[src/rtl/spi_master.sv]
`default_nettype none
// ============================================================================
// Module      : spi_master
// Description : SPI mode-0 master (CPOL=0, CPHA=0), MSB first, one chip
//               select. Words from a valid/ready source become SCK/MOSI/SSEL
//               frames; the word shifted in on MISO comes back on rx_data.
//               Back-to-back words share one SSEL assertion.
// Revision    : 1.0 - initial release
// ============================================================================
module spi_master #(
    parameter int DATA_W  = 8,
    parameter int CLK_DIV = 4,
    parameter int GAP     = 4
) (
    input  logic              clk,
    input  logic              reset,
    input  logic [DATA_W-1:0] tx_data,
    input  logic              tx_valid,
    output logic              tx_ready,
    output logic [DATA_W-1:0] rx_data,
    output logic              rx_valid,
    output logic              busy,
    output logic              sck,
    output logic              mosi,
    input  logic              miso,
    output logic              ssel
);

    // Counter widths hold the largest count value; the +1 keeps a
    // divide-by-one or one-cycle gap at a legal 1-bit width.
    localparam int c_PH_W  = $clog2(CLK_DIV + 1);
    localparam int c_GAP_W = $clog2(GAP + 1);
    localparam int c_BIT_W = $clog2(DATA_W);

    typedef enum logic [2:0] {
        S_IDLE = 3'd0,
        S_LEAD = 3'd1,
        S_HIGH = 3'd2,
        S_LOW  = 3'd3,
        S_GAPW = 3'd4
    } state_t;

    state_t              r_state;
    state_t              w_next_state;
    logic [c_PH_W-1:0]   r_phase;
    logic [c_GAP_W-1:0]  r_gap;
    logic [c_BIT_W-1:0]  r_bit;
    logic [DATA_W-2:0]   r_tx_shift;   // bits still to send after the current one
    logic [DATA_W-1:0]   r_rx_shift;
    logic [DATA_W-1:0]   r_rx_data;
    logic                r_rx_valid;
    logic                r_sck;
    logic                r_mosi;
    logic                r_ssel;
    logic                r_busy;

    logic                w_phase_done;
    logic                w_gap_done;
    logic                w_last_bit;
    logic                w_tx_ready;
    logic                w_load;       // accept tx_data this cycle
    logic                w_rise;       // this edge raises sck
    logic                w_fall;       // this edge lowers sck
    logic                w_eow;        // end-of-word cycle
    logic                w_in_frame;

    assign w_phase_done = (r_phase == c_PH_W'(CLK_DIV - 1));
    assign w_gap_done   = (r_gap == c_GAP_W'(GAP - 1));
    assign w_last_bit   = (r_bit == c_BIT_W'(DATA_W - 1));
    assign w_in_frame   = (w_next_state == S_LEAD) || (w_next_state == S_HIGH) ||
                          (w_next_state == S_LOW);

    // Next-state decode plus the single-cycle strobes that steer the datapath.
    always_comb begin
        w_next_state = r_state;
        w_tx_ready   = 1'b0;
        w_load       = 1'b0;
        w_rise       = 1'b0;
        w_fall       = 1'b0;
        w_eow        = 1'b0;
        case (r_state)
            S_IDLE: begin
                w_tx_ready = 1'b1;
                if (tx_valid) begin
                    w_load       = 1'b1;
                    w_next_state = S_LEAD;
                end
            end
            S_LEAD: begin
                if (w_phase_done) begin
                    w_rise       = 1'b1;
                    w_next_state = S_HIGH;
                end
            end
            S_HIGH: begin
                if (w_phase_done) begin
                    w_fall       = 1'b1;
                    w_next_state = S_LOW;
                end
            end
            S_LOW: begin
                if (w_phase_done) begin
                    if (w_last_bit) begin
                        // Word complete: hand back rx and offer a burst slot.
                        w_eow      = 1'b1;
                        w_tx_ready = 1'b1;
                        if (tx_valid) begin
                            w_load       = 1'b1;
                            w_next_state = S_LEAD;
                        end else begin
                            w_next_state = S_GAPW;
                        end
                    end else begin
                        w_rise       = 1'b1;
                        w_next_state = S_HIGH;
                    end
                end
            end
            S_GAPW: begin
                if (w_gap_done) begin
                    w_next_state = S_IDLE;
                end
            end
            default: w_next_state = S_IDLE;
        endcase
    end

    // State register and the phase, gap and bit counters (reload on change).
    always_ff @(posedge clk) begin
        if (!reset) begin
            r_state <= S_IDLE;
            r_phase <= '0;
            r_gap   <= '0;
            r_bit   <= '0;
        end else begin
            r_state <= w_next_state;
            if (w_next_state != r_state) begin
                r_phase <= '0;
            end else if (r_state != S_IDLE && r_state != S_GAPW) begin
                r_phase <= r_phase + c_PH_W'(1);
            end
            if (r_state == S_GAPW && w_next_state == S_GAPW) begin
                r_gap <= r_gap + c_GAP_W'(1);
            end else begin
                r_gap <= '0;
            end
            if (w_load) begin
                r_bit <= '0;
            end else if (w_rise && r_state == S_LOW) begin
                r_bit <= r_bit + c_BIT_W'(1);
            end
        end
    end

    // Shift registers: MOSI advances as sck falls, MISO is taken as sck rises.
    always_ff @(posedge clk) begin
        if (!reset) begin
            r_tx_shift <= '0;
            r_rx_shift <= '0;
            r_rx_data  <= '0;
            r_rx_valid <= 1'b0;
            r_mosi     <= 1'b0;
        end else begin
            r_rx_valid <= w_eow;
            if (w_eow) begin
                r_rx_data <= r_rx_shift;
            end
            if (w_load) begin
                r_mosi     <= tx_data[DATA_W-1];
                r_tx_shift <= tx_data[DATA_W-2:0];
            end else if (w_fall) begin
                r_mosi     <= r_tx_shift[DATA_W-2];
                r_tx_shift <= r_tx_shift << 1;
            end
            if (w_rise) begin
                r_rx_shift <= {r_rx_shift[DATA_W-2:0], miso};
            end
        end
    end

    // Pin outputs registered from the next state so they line up with it.
    always_ff @(posedge clk) begin
        if (!reset) begin
            r_sck  <= 1'b0;
            r_ssel <= 1'b1;
            r_busy <= 1'b0;
        end else begin
            r_sck  <= (w_next_state == S_HIGH);
            r_ssel <= !w_in_frame;
            r_busy <= (w_next_state != S_IDLE);
        end
    end

    assign tx_ready = w_tx_ready;
    assign rx_data  = r_rx_data;
    assign rx_valid = r_rx_valid;
    assign busy     = r_busy;
    assign sck      = r_sck;
    assign mosi     = r_mosi;
    assign ssel     = r_ssel;

endmodule
`default_nettype wire

[config.mk]
export PLATFORM = sky130hd
export DESIGN_NAME = spi_master
export DESIGN_NICKNAME = d
export VERILOG_FILES = /design/src/rtl/spi_master.sv
export SDC_FILE = /design/constraint.sdc
export NUM_CORES = 1
export LEC_CHECK = 0
export BUFFER_PORTS_ARGS = -buffer_cell sky130_fd_sc_hd__buf_2
export CAP_MARGIN = 10
export CORE_MARGIN = 2
export CORE_UTILIZATION = 59
export DETAILED_ROUTE_END_ITERATION = 16
export PLACE_DENSITY = 0.82
export RECOVER_POWER = 100
export SYNTH_ARGS = -nofsm -noshare
export SYNTH_HDL_FRONTEND = slang
export SYNTH_SLANG_ARGS = --single-unit
[constraint.sdc]
create_clock -name clk -period 3.87 [get_ports clk]
set_input_delay 0 -clock clk [delete_from_list [all_inputs] [get_ports clk]]
set_output_delay 0 -clock clk [all_outputs]
set_load 0.03 [all_outputs]
==> After elaboration in Yosys (flattened, before gate mapping) <==
Cells that the tools add are included.
{ "op_classes": {"add_sub_neg": 3, "reduce_logical": 13, "n_mux": 25, "bitwise": 1, "eq_ne": 13} }
{ "ops": {"columns": ["op", "count"], "rows": [
  ["$mux W3", 7],
  ["$eq A3 B2 Y1 const B", 6],
  ["$pmux W3 S5", 1],
  ["$mux W7", 2],
  ["$mux W1", 12],
  ["$add A3 B1 Y3 const B", 3],
  ["$eq A3 B3 Y1 const B", 3],
  ["$eq A3 B1 Y1 const B", 2],
  ["$pmux W1 S2", 3],
  ["$reduce_bool A3 Y1", 2],
  ["$reduce_or A2 Y1", 2],
  ["$logic_and A1 B1 Y1", 3],
  ["$logic_not A3 Y1", 1],
  ["$ne A3 B3 Y1", 1],
  ["$ne A3 B3 Y1 const B", 1],
  ["$logic_or A1 B1 Y1", 2],
  ["$reduce_and A2 Y1", 1],
  ["$reduce_bool A2 Y1", 1],
  ["$logic_not A1 Y1", 1],
  ["$not A1 Y1", 1]
]} }
{ "totals": {"register_bits": 40, "word_cells": 67, "output_inout_bits": 14, "input_bits": 12} }

==> Longest topological paths before layout <==
Gate-level depths: netlist (run 1).
{ "logic_depth": {"ltp_word": 8, "depth_mapped": 7, "ltp_nobuf": 6} }

==> Worst setup path after synthesis (run 1) <==
OpenSTA, ideal clock, no wires.
{ "synth_path": {"path_type": "register to register", "start": "reg r_phase[0]", "end": "reg r_rx_shift[0]", "t_arrival_ns": 1.552, "required_ns": 3.742, "path_buffers": 0, "setup_slack_ns": 2.191, "setup_ns": 0.128, "period_less_slack_ns": 1.679, "path_stages_with_launch": 7, "cell_sequence": "dfxtp_1 > ha_1 > ha_1 > nand2_2 > a211oi_4 > mux2i_1 > nor2_1"} }
{ "synth_between": {"elab_chain_len": 3, "word_cells_on_any_way": 4, "cone_classes": "1 x eq/ne; 3 x mux"} }
{ "synth_rtl": {"columns": ["element", "line_no", "text"], "rows": [
  ["start, declared", "45", "logic [c_PH_W-1:0] r_phase;"],
  ["start signal, assigned", "140", "r_phase <= r_phase + c_PH_W'(1);"],
  ["$eq A3 B2 Y1 (*)", "67", "assign w_phase_done = (r_phase == c_PH_W'(CLK_DIV - 1));"],
  ["$mux W1 (on tied branches)", "102, 90", null],
  ["$pmux W1 S2 (*)", "81", "case (r_state)"],
  ["end signal, assigned", "176", "r_rx_shift <= {r_rx_shift[DATA_W-2:0], miso};"],
  ["end, declared", "49", "logic [DATA_W-1:0] r_rx_shift;"]
]} }
Every way passes the cells marked *; elsewhere a longest branch is shown, timed or not.
A chain may end at the register's enable or synchronous reset.

==> Worst setup path after layout (run 1) <==
{ "layout_path": {"start": "reg r_phase[0]", "end": "reg r_rx_shift[2]"} }
The elaborated chain is that of the path after synthesis.

==> results of run 1 <==
stage by stage:
stage	hold slack, ns	power, mW	std cells	instance area (um2)
after floorplan	0.1304	0.4681	180	1720
final	0.08432	0.7660	248	1997
after global routing	0.08735	0.7956	248	1997
after CTS	0.07800	0.7715	248	2042
after detailed placement	0.2379	0.4830	229	1848
after global placement	0.2190	0.4804	229	1848
cell usage after synthesis, types with 2 or more instances:
master / instances / area [um2]
nand4_1: 2 / 12.51
nor2_1: 29 / 108.9
inv_1: 11 / 41.29
a211oi_1: 2 / 15.01
a21oi_1: 6 / 30.03
a22oi_1: 7 / 52.55
and2_1: 3 / 18.77
xnor2_1: 2 / 17.52
nand2_1: 6 / 22.52
nand2b_1: 2 / 12.51
o21ai_0: 11 / 55.05
o21a_1: 2 / 15.01
ha_1: 8 / 100.1
dfxtp_1: 40 / 800.8
o2111ai_1: 2 / 17.52
buf_2: 5 / 25.02
mux2i_1: 18 / 180.2
per-layer routing:
layer / GRT usage [%] / part of all wire, % / vias up
met2: 39.77 / 52 / 27
met1: 25.18 / 44 / 665
met5: 0 / 0 / -
met4: 9.967 / 1.3 / 0
met3: 7.366 / 3.0 / 6
li1: - / - / 705
critical path, stage by stage (launching register included):
cell and delay [ns]:
dfxtp_1 0.39, ha_1 0.21, ha_1 0.28, nand2_1 0.17, a211oi_1 1.26, mux2i_1 0.31, nor2_1 0.06
final cells by class:
cell class	count	area, um2	area share, %
clock inverter	3	46.29	2.318
multi-input combinational	121	812.0	40.66
tap	31	38.79	1.942
clock buffer	5	37.54	1.880
inverter	12	45.04	2.256
sequential	40	800.8	40.10
timing repair buffer	36	216.5	10.84
where the power goes:
| part | internal [mW] | switching [mW] |
|---|---|---|
| sequential | 0.421 | 0.00698 |
| clock | 0.138 | 0.147 |
| combinational | 0.0231 | 0.0305 |
| total | 0.582 | 0.184 |
logic make-up (layout without fill, tap and decap cells):
| family | count (synthesis) | after routing |
|---|---|---|
| and+or+nand+nor | 53 | 53 |
| AOI/OAI and AO/OA | 40 | 40 |
| xor gates and xnor gates | 2 | 2 |
| muxes | 18 | 18 |
| buffers and inverters | 19 | 56 |
| DFF | 40 | 40 |
| adders and majority gates | 8 | 8 |
path summary, 6_finish.rpt:
kind / to
worst min-delay path: r_state[2]$_SDFF_PN0_
worst max register to register: r_rx_shift[2]$_SDFFE_PN0P_
worst max-delay path: r_rx_shift[2]$_SDFFE_PN0P_
worst min register to register: r_gap[0]$_SDFF_PN0_
flip-flops by register name, summed over array words and instances (netlist names):
| signal | flops |
|---|---|
| r_phase | 3 |
| r_bit | 3 |
| busy | 1 |
| sck | 1 |
| r_gap | 3 |
| r_rx_shift | 8 |
| rx_valid | 1 |
| ssel | 1 |
| mosi | 1 |
| r_tx_shift | 7 |
| r_state | 3 |
| rx_data | 8 |
==> summary.md, run 1 <==
| Metric | Value |
|---|---|
| Clk Latency, worst-skew pair | 0.36 ns |
| Max-slew headroom | -2.936% |
| Initial antenna violation count | 0 |
| Most frequent cells in the layout | dfxtp_1, nor2_1, mux2i_1 |
| Core Box Area | 0.002758 mm2 |
| DP Wirelength | 2322 um |
| DIE WIDTH | 58 um |
| Largest family of logic cells by synthesized area | compound AO/OA/AOI/OAI gates |
| Fill cells | 208 |
| Fmax | 0.3593 GHz |
| Worst Hold Class | primary input to flip-flop |
| MaxCap Viol Count | 1 |
| Syn Area/Cell | 9.558 um2 |
| Sequential share of the synthesized area | 46.55% |
| Synth Net Count | 200 |
| WP data required | 4.12 ns |
| Worst EP arrival | 3.04 ns |
| Global-route wire length before repair | 5671 um |
| PwrDens | 383.6 mW/mm2 |
| Setup-failing EPs final | 0 |
| Post_cts resized | 0 |
| Final min period | 2.783 ns |
| Leakage | 0.8136 nW |
| Critical path class | flip-flop to flip-flop |
| R2R Setup Slk | 1.09 ns |
| Crit Reg-Reg Startpoint | r_phase[0]$_SDFFE_PP0P_ |
| Largest net degree at the start of global routing | 20 |
| # DRC | 0 |
| Area growth, synth to finish | 16.07% |
| DRT Pass-1 Iters | 4 |
| Grt total ovfl | 0 |
| Setup WS pre-CTS | 1.566 ns |
| EDFF count, synth | 0 |
| Setup repair bufs after CTS | 0 |
| Critical path capture point type | flip-flop |
| Outcome | complete, but fails checks |
| Hold depth | 3 |
| Peak VDD IR | 534.7 uV |
| Final period utilization | 71.92% |
| Compound-Gate Fraction of Synth Area | 16.00% |
| Mapped cell area | 0.001720 mm2 |
| RSZ-0062 raised after global routing | false |
| Hold buffer count at CTS | 11 |
| Final Hold Fails | 0 |
| I/O pin count | 26 |
| Final ANT Viol Nets | 0 |
| Hold_sp | tx_valid |
| Xor and xnor area share after synthesis | 1.018% |
| Crit-path max FO | 8 |
| Synth Flop Type | dfxtp_1 |
| Max-slew violation count | 9 |
| Yosys Warn Count | 0 |
| Detailed-route via count | 1,403 |
| DIE HEIGHT | 58 um |
| Die ar. | 0.003364 mm2 |
| H-tree depth | 2 |
| Share of cells above drive strength 1 | 9.217% |
| Post-Synth Adder-Cell Area | 5.818% |
| WL/cell | 13.97 um |
| Max Buffers Root-to-Sink | 2 |
| FP Rows | 19 |
| Ant diodes | 0 |
| Synth Instances | 180 |
| Netlist cell types | 41 |
| Worst Skew | 0.006674 ns |
| Commonest non-fill, non-tap cell in the layout | dfxtp_1 |
| Post-route setup TNS | 0 ns |
| CTS root buf | clkbuf_4 |
| Num CTS Buffers | 5 |
| WL final | 3465 um |
| Ys async rst share | 0% |
| Via density | 5.657 |
| Final setup margin | 1.087 ns |
| Nets | 236 |
| 1st-iter DRT viols | 48 |
| CTS clk-pin slew, worst paths | 0.13 ns |
| Startpoint Class | flip-flop |
| Worst-Margin Slew | 1.535 ns |
| Initial core utilization | 62.39% |
| Worst setup path startpoint | r_phase[0]$_SDFFE_PP0P_ |
| Synthesized flop and latch total | 40 |
| Vias in the first global route | 1,316 |
| Post-synthesis mux area share | 10.47% |
| Port-buffer cells | 25 |
| Global placement routability congestion | 0.8573 |
| Clock sinks | 40 |
| CTS tree | yes |
| Failing checks | max-capacitance violations, max-slew violations |
| Simple-gate share of the synthesized area | 15.42% |
| Reg2Reg Depth | 6 |
| Core Util, Final | 72.41% |
| All-Layer GR Usage | 22.76% |
Power figures use the tool's default switching activity.
==> run 2: changes to the inputs <==
--- a/config.mk
+++ b/config.mk
@@ -5,12 +5,13 @@
 export SDC_FILE = /design/constraint.sdc
 export NUM_CORES = 1
 export LEC_CHECK = 0
+export ABC_AREA = 1
 export BUFFER_PORTS_ARGS = -buffer_cell sky130_fd_sc_hd__buf_2
 export CAP_MARGIN = 10
 export CORE_MARGIN = 2
-export CORE_UTILIZATION = 59
+export CORE_UTILIZATION = 50
 export DETAILED_ROUTE_END_ITERATION = 16
-export PLACE_DENSITY = 0.82
+export PLACE_DENSITY = 0.74
 export RECOVER_POWER = 100
 export SYNTH_ARGS = -nofsm -noshare
 export SYNTH_HDL_FRONTEND = slang
==> constraint.sdc (replaced) <==
create_clock -name clk -period 2.4 [get_ports clk]
set_input_delay 0 -clock clk [delete_from_list [all_inputs] [get_ports clk]]
set_output_delay 0 -clock clk [all_outputs]
set_load 0.03 [all_outputs]
==> run 2 against run 1 <==
The run now ends clean. Sequential share of layout area fell by 0.67 points. Synthesized area rose by 1.5%. Routed wire length fell by 6.8%. Critical endpoint is now tx_ready. Critical path depth rose by 1. Via count rose by 4.1%. Largest power group unchanged. Largest cell class unchanged. Flip-flop and latch count did not move.
==> summary.md, run 2 <==
| Metric | Value |
|---|---|
| Outcome | finished clean |
| CTS tree | yes |
| Final min period | 1.958 ns |
| Sequential share of the synthesized area | 45.85% |
| CTS clk-pin slew, worst paths | 0.11 ns |
| Met2 WL | 1471 um |
| Fin area | 0.002031 mm2 |
| Grt total ovfl | 0 |
| DRT Pass-1 Iters | 4 |
| WP data required | 2.40 ns |
| Worst hold path endpoint | r_state[0]$_SDFF_PN0_ |
| Synth Instances | 223 |
| Leakage | 0.8676 nW |
| Slowest CP cell | dfxtp_1 |
| Metal3 WL | 139 um |
| Final period utilization | 81.56% |
| FF-to-FF End | r_tx_shift[3]$_SDFFE_PN0P_ |
| Synth Flop Type | dfxtp_1 |
| CP max stage delay | 0.37 ns |
| Hold_sp | tx_valid |
| Top post-synthesis cells by count | nor2_1, nand2_1, dfxtp_1 |
| Crit-path max FO | 11 |
| Die ar. | 0.003982 mm2 |
| Yosys top cell by area | dfxtp_1 |
| WL final | 3231 um |
| Worst Hold Class | primary input to flip-flop |
| DP Wirelength | 2242 um |
| Share of cells above drive strength 1 | 11.92% |
| Fmax | 0.5109 GHz |
| CTS root buf | clkbuf_4 |
| Netlist cell types | 26 |
| Setup-failing EPs final | 0 |
| DRT met1 WL | 1571 um |
| Hold depth | 3 |
| Initial core utilization | 52.34% |
| All-Layer GR Usage | 18.16% |
| Detailed-route via count | 1,460 |
| # DRC | 0 |
| Fill cells | 316 |
| Peak VDD IR | 279.8 uV |
| Worst-Margin Slew | 0.4944 ns |
| DIE HEIGHT | 63.11 um |
| Critical-path cell list | ha_1 > ha_1 > nand2_1 > inv_1 > nand2_1 > nand2_1 > clkbuf_1 |
| Crit Reg-Reg Startpoint | r_phase[0]$_SDFFE_PP0P_ |
| RSZ-0062 raised after global routing | false |
| Via density | 4.771 |
| Clock sinks | 40 |
| Mapped cell area | 0.001747 mm2 |
| Synth area leaders | dfxtp_1, nor2_1, nand2_1 |
| Dpl cell area | 0.001902 mm2 |
| Worst EP arrival | 1.96 ns |
| Startpoint Class | flip-flop |
| Post-route setup TNS | 0 ns |
| Final Hold Fails | 0 |
| Port-buffer cells | 25 |
| Worst Skew | 0.004405 ns |
| Syn Area/Cell | 7.833 um2 |
| MaxCap Viol Count | 0 |
| Max Buffers Root-to-Sink | 2 |
| Clk Latency, worst-skew pair | 0.35 ns |
| Nets | 279 |
| WL/cell | 10.56 um |
| FP Rows | 21 |
| Yosys Warn Count | 0 |
| H-tree depth | 2 |
| DIE WIDTH | 63.11 um |
| R2R Setup Slk | 0.46 ns |
| Global placement routability congestion | 0.8858 |
| Synthesized flop and latch total | 40 |
| Area growth, synth to finish | 16.26% |
| PwrDens | 604.9 mW/mm2 |
| 1st-iter DRT viols | 81 |
| EDFF count, synth | 0 |
| Reg2Reg Depth | 9 |
| Max-slew violation count | 0 |
| I/O pin count | 26 |
| Most common cell on crit path | nand2_1 |
| Global-route wire length before repair | 5720 um |
| Max-slew headroom | 66.92% |
| Count leader, synth | nor2_1 |
| Ant diodes | 0 |
| Most frequent cells in the layout | nor2_1, nand2_1, dfxtp_1 |
| Num CTS Buffers | 5 |
| Largest net degree at the start of global routing | 21 |
| Critical path capture point type | output port |
| Initial antenna violation count | 0 |
| Top layer in use | met4 |
| Ys async rst share | 0% |
| Commonest non-fill, non-tap cell in the layout | nor2_1 |
| Synth Net Count | 243 |
| Critical path class | flip-flop to output port |
| Final ANT Viol Nets | 0 |
| Core Box Area | 0.003337 mm2 |
| Top-area cell type share of the netlist area | 45.85% |
| Core Util, Final | 60.85% |
| Vias in the first global route | 1,370 |
## run 2: layout make-up
| type | count | area (um2) | share of cell area [%] |
|---|---|---|---|
| Multi-Input combinational cell | 161 | 829.5 | 40.85 |
| Timing Repair Buffer | 34 | 197.7 | 9.735 |
| Tap cell | 46 | 57.56 | 2.834 |
| Inverter | 17 | 65.06 | 3.204 |
| Clock inverter | 3 | 42.54 | 2.095 |
| Sequential cell | 40 | 800.8 | 39.43 |
| Clock buffer | 5 | 37.54 | 1.848 |
## run 2: where the power goes
group	leakage, nW	internal (mW)	total [mW]	switching, mW
sequential	0.324	0.678	0.686	0.00814
clock	0.0412	0.217	0.435	0.218
combinational	0.502	0.0410	0.108	0.0666
## run 2: worst max-delay path by stage
stage / startpoint / end / cells past startpoint
floorplan: r_phase[0]$_SDFFE_PP0P_ / r_tx_shift[1]$_SDFFE_PN0P_ / 9
global placement: r_phase[0]$_SDFFE_PP0P_ / r_tx_shift[6]$_SDFFE_PN0P_ / 9
detailed placement: r_phase[0]$_SDFFE_PP0P_ / r_tx_shift[6]$_SDFFE_PN0P_ / 9
CTS: r_phase[0]$_SDFFE_PP0P_ / tx_ready / 7
global route: r_phase[0]$_SDFFE_PP0P_ / r_tx_shift[4]$_SDFFE_PN0P_ / 9
finish: r_phase[0]$_SDFFE_PP0P_ / tx_ready / 7
## run 2: timing repair
action / CTS / global route
setup buffers: 0 / 0
setup endpoints to repair: 0 / 0
hold buffers: 9 / 0
endpoints found under the hold margin: 9 / 0
resized for setup: 0 / 0
## run 2: per-layer routing
| metal | track usage (%) | vias to the layer above |
|---|---|---|
| met1 | 21.77 | 640 |
| met2 | 30.45 | 23 |
| met4 | 6.944 | 0 |
| li1 | - | 790 |
| met3 | 5.536 | 7 |
| met5 | 0 | - |
## run 2: cells by family (layout without fill, tap and decap cells)
group	after synthesis	after routing	synth area share, %
AO/OA/AOI/OAI	36	36	11.03
XOR/XNOR	2	2	1.003
flip-flops	40	40	45.85
multiplexers	1	1	0.5731
buffers and inverters	22	59	5.372
AND/OR/NAND/NOR	114	114	30.44
adder cells (fa/ha/maj)	8	8	5.731
## run 2: worst max-delay path, delay by kind of cell (launching register included)
kind | cells | cell delay, ns
buffers and inverters | 2 | 0.41
AND/OR/NAND/NOR | 3 | 0.39
flip-flops | 1 | 0.37
adder cells (fa/ha/maj) | 2 | 0.44
## run 2: stage by stage
stage	instances	hold slack (ns)	setup slack, ns	total power, mW
6_report	306	0.01493	0.4425	1.228
5_1_grt	306	0.01265	0.2388	1.293
3_3_place_gp	289	0.2618	0.7338	0.7990
4_1_cts	306	0.001159	0.5150	1.248
2_1_floorplan	223	0.1490	0.8699	0.7710
3_5_place_dp	289	0.2663	0.6934	0.7991
==> run 3: changes to the inputs <==
--- a/config.mk
+++ b/config.mk
@@ -9,9 +9,9 @@
 export BUFFER_PORTS_ARGS = -buffer_cell sky130_fd_sc_hd__buf_2
 export CAP_MARGIN = 10
 export CORE_MARGIN = 2
-export CORE_UTILIZATION = 50
+export CORE_UTILIZATION = 55
 export DETAILED_ROUTE_END_ITERATION = 16
-export PLACE_DENSITY = 0.74
+export PLACE_DENSITY = 0.77
 export RECOVER_POWER = 100
 export SYNTH_ARGS = -nofsm -noshare
 export SYNTH_HDL_FRONTEND = slang
==> constraint.sdc (replaced) <==
create_clock -name clk -period 1.9 [get_ports clk]
set_input_delay 0 -clock clk [delete_from_list [all_inputs] [get_ports clk]]
set_output_delay 0 -clock clk [all_outputs]
set_load 0.03 [all_outputs]
==> run 3 against run 2 <==
Utilization up 5.8 points. Critical path depth unchanged. Via count rose by 2.5%. Flip-flop and latch count stayed put. Routed wire length grew 1.1%. Critical endpoint unchanged. Largest cell class unchanged. Largest power group unchanged. Highest routed layer unchanged.
==> summary.md, run 3 (synthesis results as in run 2) <==
| Metric | Value |
|---|---|
| Critical path class | flip-flop to output port |
| PwrDens | 715.2 mW/mm2 |
| Crit Reg-Reg Startpoint | r_phase[0]$_SDFFE_PP0P_ |
| Global placement routability congestion | 0.8598 |
| Busiest grt layer | met2 |
| Worst setup path startpoint | r_phase[0]$_SDFFE_PP0P_ |
| DIE WIDTH | 60.36 um |
| Critical-path cell list | ha_1 > ha_1 > nand2_1 > inv_1 > nand2_2 > nand2_1 > buf_2 |
| Met3 Use GR | 4.691% |
| Worst-Margin Slew | 0.4636 ns |
| Area growth, synth to finish | 15.47% |
| MaxCap Viol Count | 0 |
| Reg2Reg Depth | 9 |
| Grt total ovfl | 0 |
| Port-buffer cells | 25 |
| Commonest non-fill, non-tap cell in the layout | nor2_1 |
| Final min period | 1.728 ns |
| WP data required | 1.90 ns |
| Crit-path max FO | 11 |
| Ant diodes | 0 |
| CP max stage delay | 0.36 ns |
| Num CTS Buffers | 5 |
| Max Buffers Root-to-Sink | 2 |
| Fill cells | 256 |
| Clock sinks | 40 |
| Worst Hold Class | primary input to flip-flop |
| RSZ-0062 raised after global routing | false |
| Vias in the first global route | 1,311 |
| Multi-input gate area | 834.6 um2 |
| Peak VDD IR | 397.8 uV |
| Worst Skew | 0.008232 ns |
| Final Hold Fails | 0 |
| Max-slew violation count | 0 |
| M2 GR Usage | 31.99% |
| Critical path capture point | tx_ready |
| Worst EP arrival | 1.73 ns |
| Outcome | finished clean |
| # DRC | 0 |
| Initial antenna violation count | 0 |
| Post-route setup TNS | 0 ns |
| Final ANT Viol Nets | 0 |
| All-Layer GR Usage | 19.55% |
| DIE HEIGHT | 60.36 um |
| WHS | 0.01884 ns |
| Startpoint Class | flip-flop |
| CTS root buf | clkbuf_4 |
| Fmax | 0.5787 GHz |
| Setup-failing EPs final | 0 |
| DP Wirelength | 2313 um |
| Leakage | 0.8930 nW |
| Max-slew headroom | 69.05% |
| Core Box Area | 0.003028 mm2 |
| CTS clk-pin slew, worst paths | 0.11 ns |
| WL/cell | 10.75 um |
| I/O pin count | 26 |
| Critical path capture point type | output port |
| Die ar. | 0.003643 mm2 |
| Register Area | 800.8 um2 |
| H-tree depth | 2 |
| Met1 usage | 23.96% |
| Share of cells above drive strength 1 | 13.08% |
| Detailed-route via count | 1,496 |
| 1st-iter DRT viols | 72 |
| Slowest CP cell | dfxtp_1 |
| Via density | 4.921 |
| Clk Latency, worst-skew pair | 0.34 ns |
| Largest net degree at the start of global routing | 21 |
| FP Rows | 20 |
| Global-route wire length before repair | 5292 um |
| Nets | 279 |
| CTS tree | yes |
| FF-to-FF End | r_tx_shift[5]$_SDFFE_PN0P_ |
| WL final | 3268 um |
| Initial core utilization | 57.69% |
| Most frequent cells in the layout | nor2_1, nand2_1, dfxtp_1 |
| Final period utilization | 90.94% |
| DRT Pass-1 Iters | 4 |
| R2R Setup Slk | 0.22 ns |
run 3: layer usage:
layer | vias up | wire length (um)
met4 | 0 | 59
met5 | - | 0
met1 | 669 | 1548
li1 | 792 | -
met3 | 6 | 125
met2 | 29 | 1535
run 3: how the worst min path moves through the flow:
stage | start | end | slack (ns) | depth (start not counted)
2_1_floorplan | tx_data[0] | r_tx_shift[0]$_SDFFE_PN0P_ | 0.15 | 2
3_3_place_gp | miso | r_rx_shift[0]$_SDFFE_PN0P_ | 0.26 | 3
3_5_place_dp | tx_data[0] | r_tx_shift[0]$_SDFFE_PN0P_ | 0.27 | 3
4_1_cts | tx_valid | r_state[0]$_SDFF_PN0_ | 0.02 | 3
5_1_grt | tx_valid | r_state[0]$_SDFF_PN0_ | 0.03 | 3
6_report | tx_valid | r_state[0]$_SDFF_PN0_ | 0.02 | 3
run 3: final cells by class:
class	count	share of cell area (%)
Tap cell	44	2.730
Inverter	17	3.288
Multi-Input combinational cell	161	41.38
Timing Repair Buffer	34	9.864
Clock buffer	6	2.543
Clock inverter	2	0.4963
Sequential cell	40	39.70
run 3: metrics by stage:
step	std cells	total power, mW	area, um2	worst slack, ns	utilization [%]
after global placement	287	1.008	1899	0.2349	62.73
after floorplan	223	0.9739	1747	0.3699	-
after detailed placement	287	1.009	1899	0.1909	62.73
after CTS	304	1.461	2051	0.009047	67.73
final	304	1.442	2017	0.1721	66.61
after global routing	304	1.516	2017	0.004644	66.61
run 3: power breakdown:
part | internal (mW) | switching (mW)
registers | 0.856 | 0.0102
clock network | 0.176 | 0.264
logic | 0.0528 | 0.0828
total | 1.09 | 0.357
run 3: timing repair:
| item | 4_1_cts | 5_1_grt |
|---|---|---|
| endpoints found under the hold margin | 9 | 0 |
| hold buffers | 9 | 0 |
| endpoints found under the setup margin | 0 | 4 |
| resized for setup | 0 | 2 |
| buffers inserted | 0 | 0 |
run 3: critical path: cells and delay by family (launching register included):
kind	cells	cell delay (ns)
fa+ha+maj	2	0.41
flops	1	0.36
simple gates	3	0.31
buf+inv	2	0.30
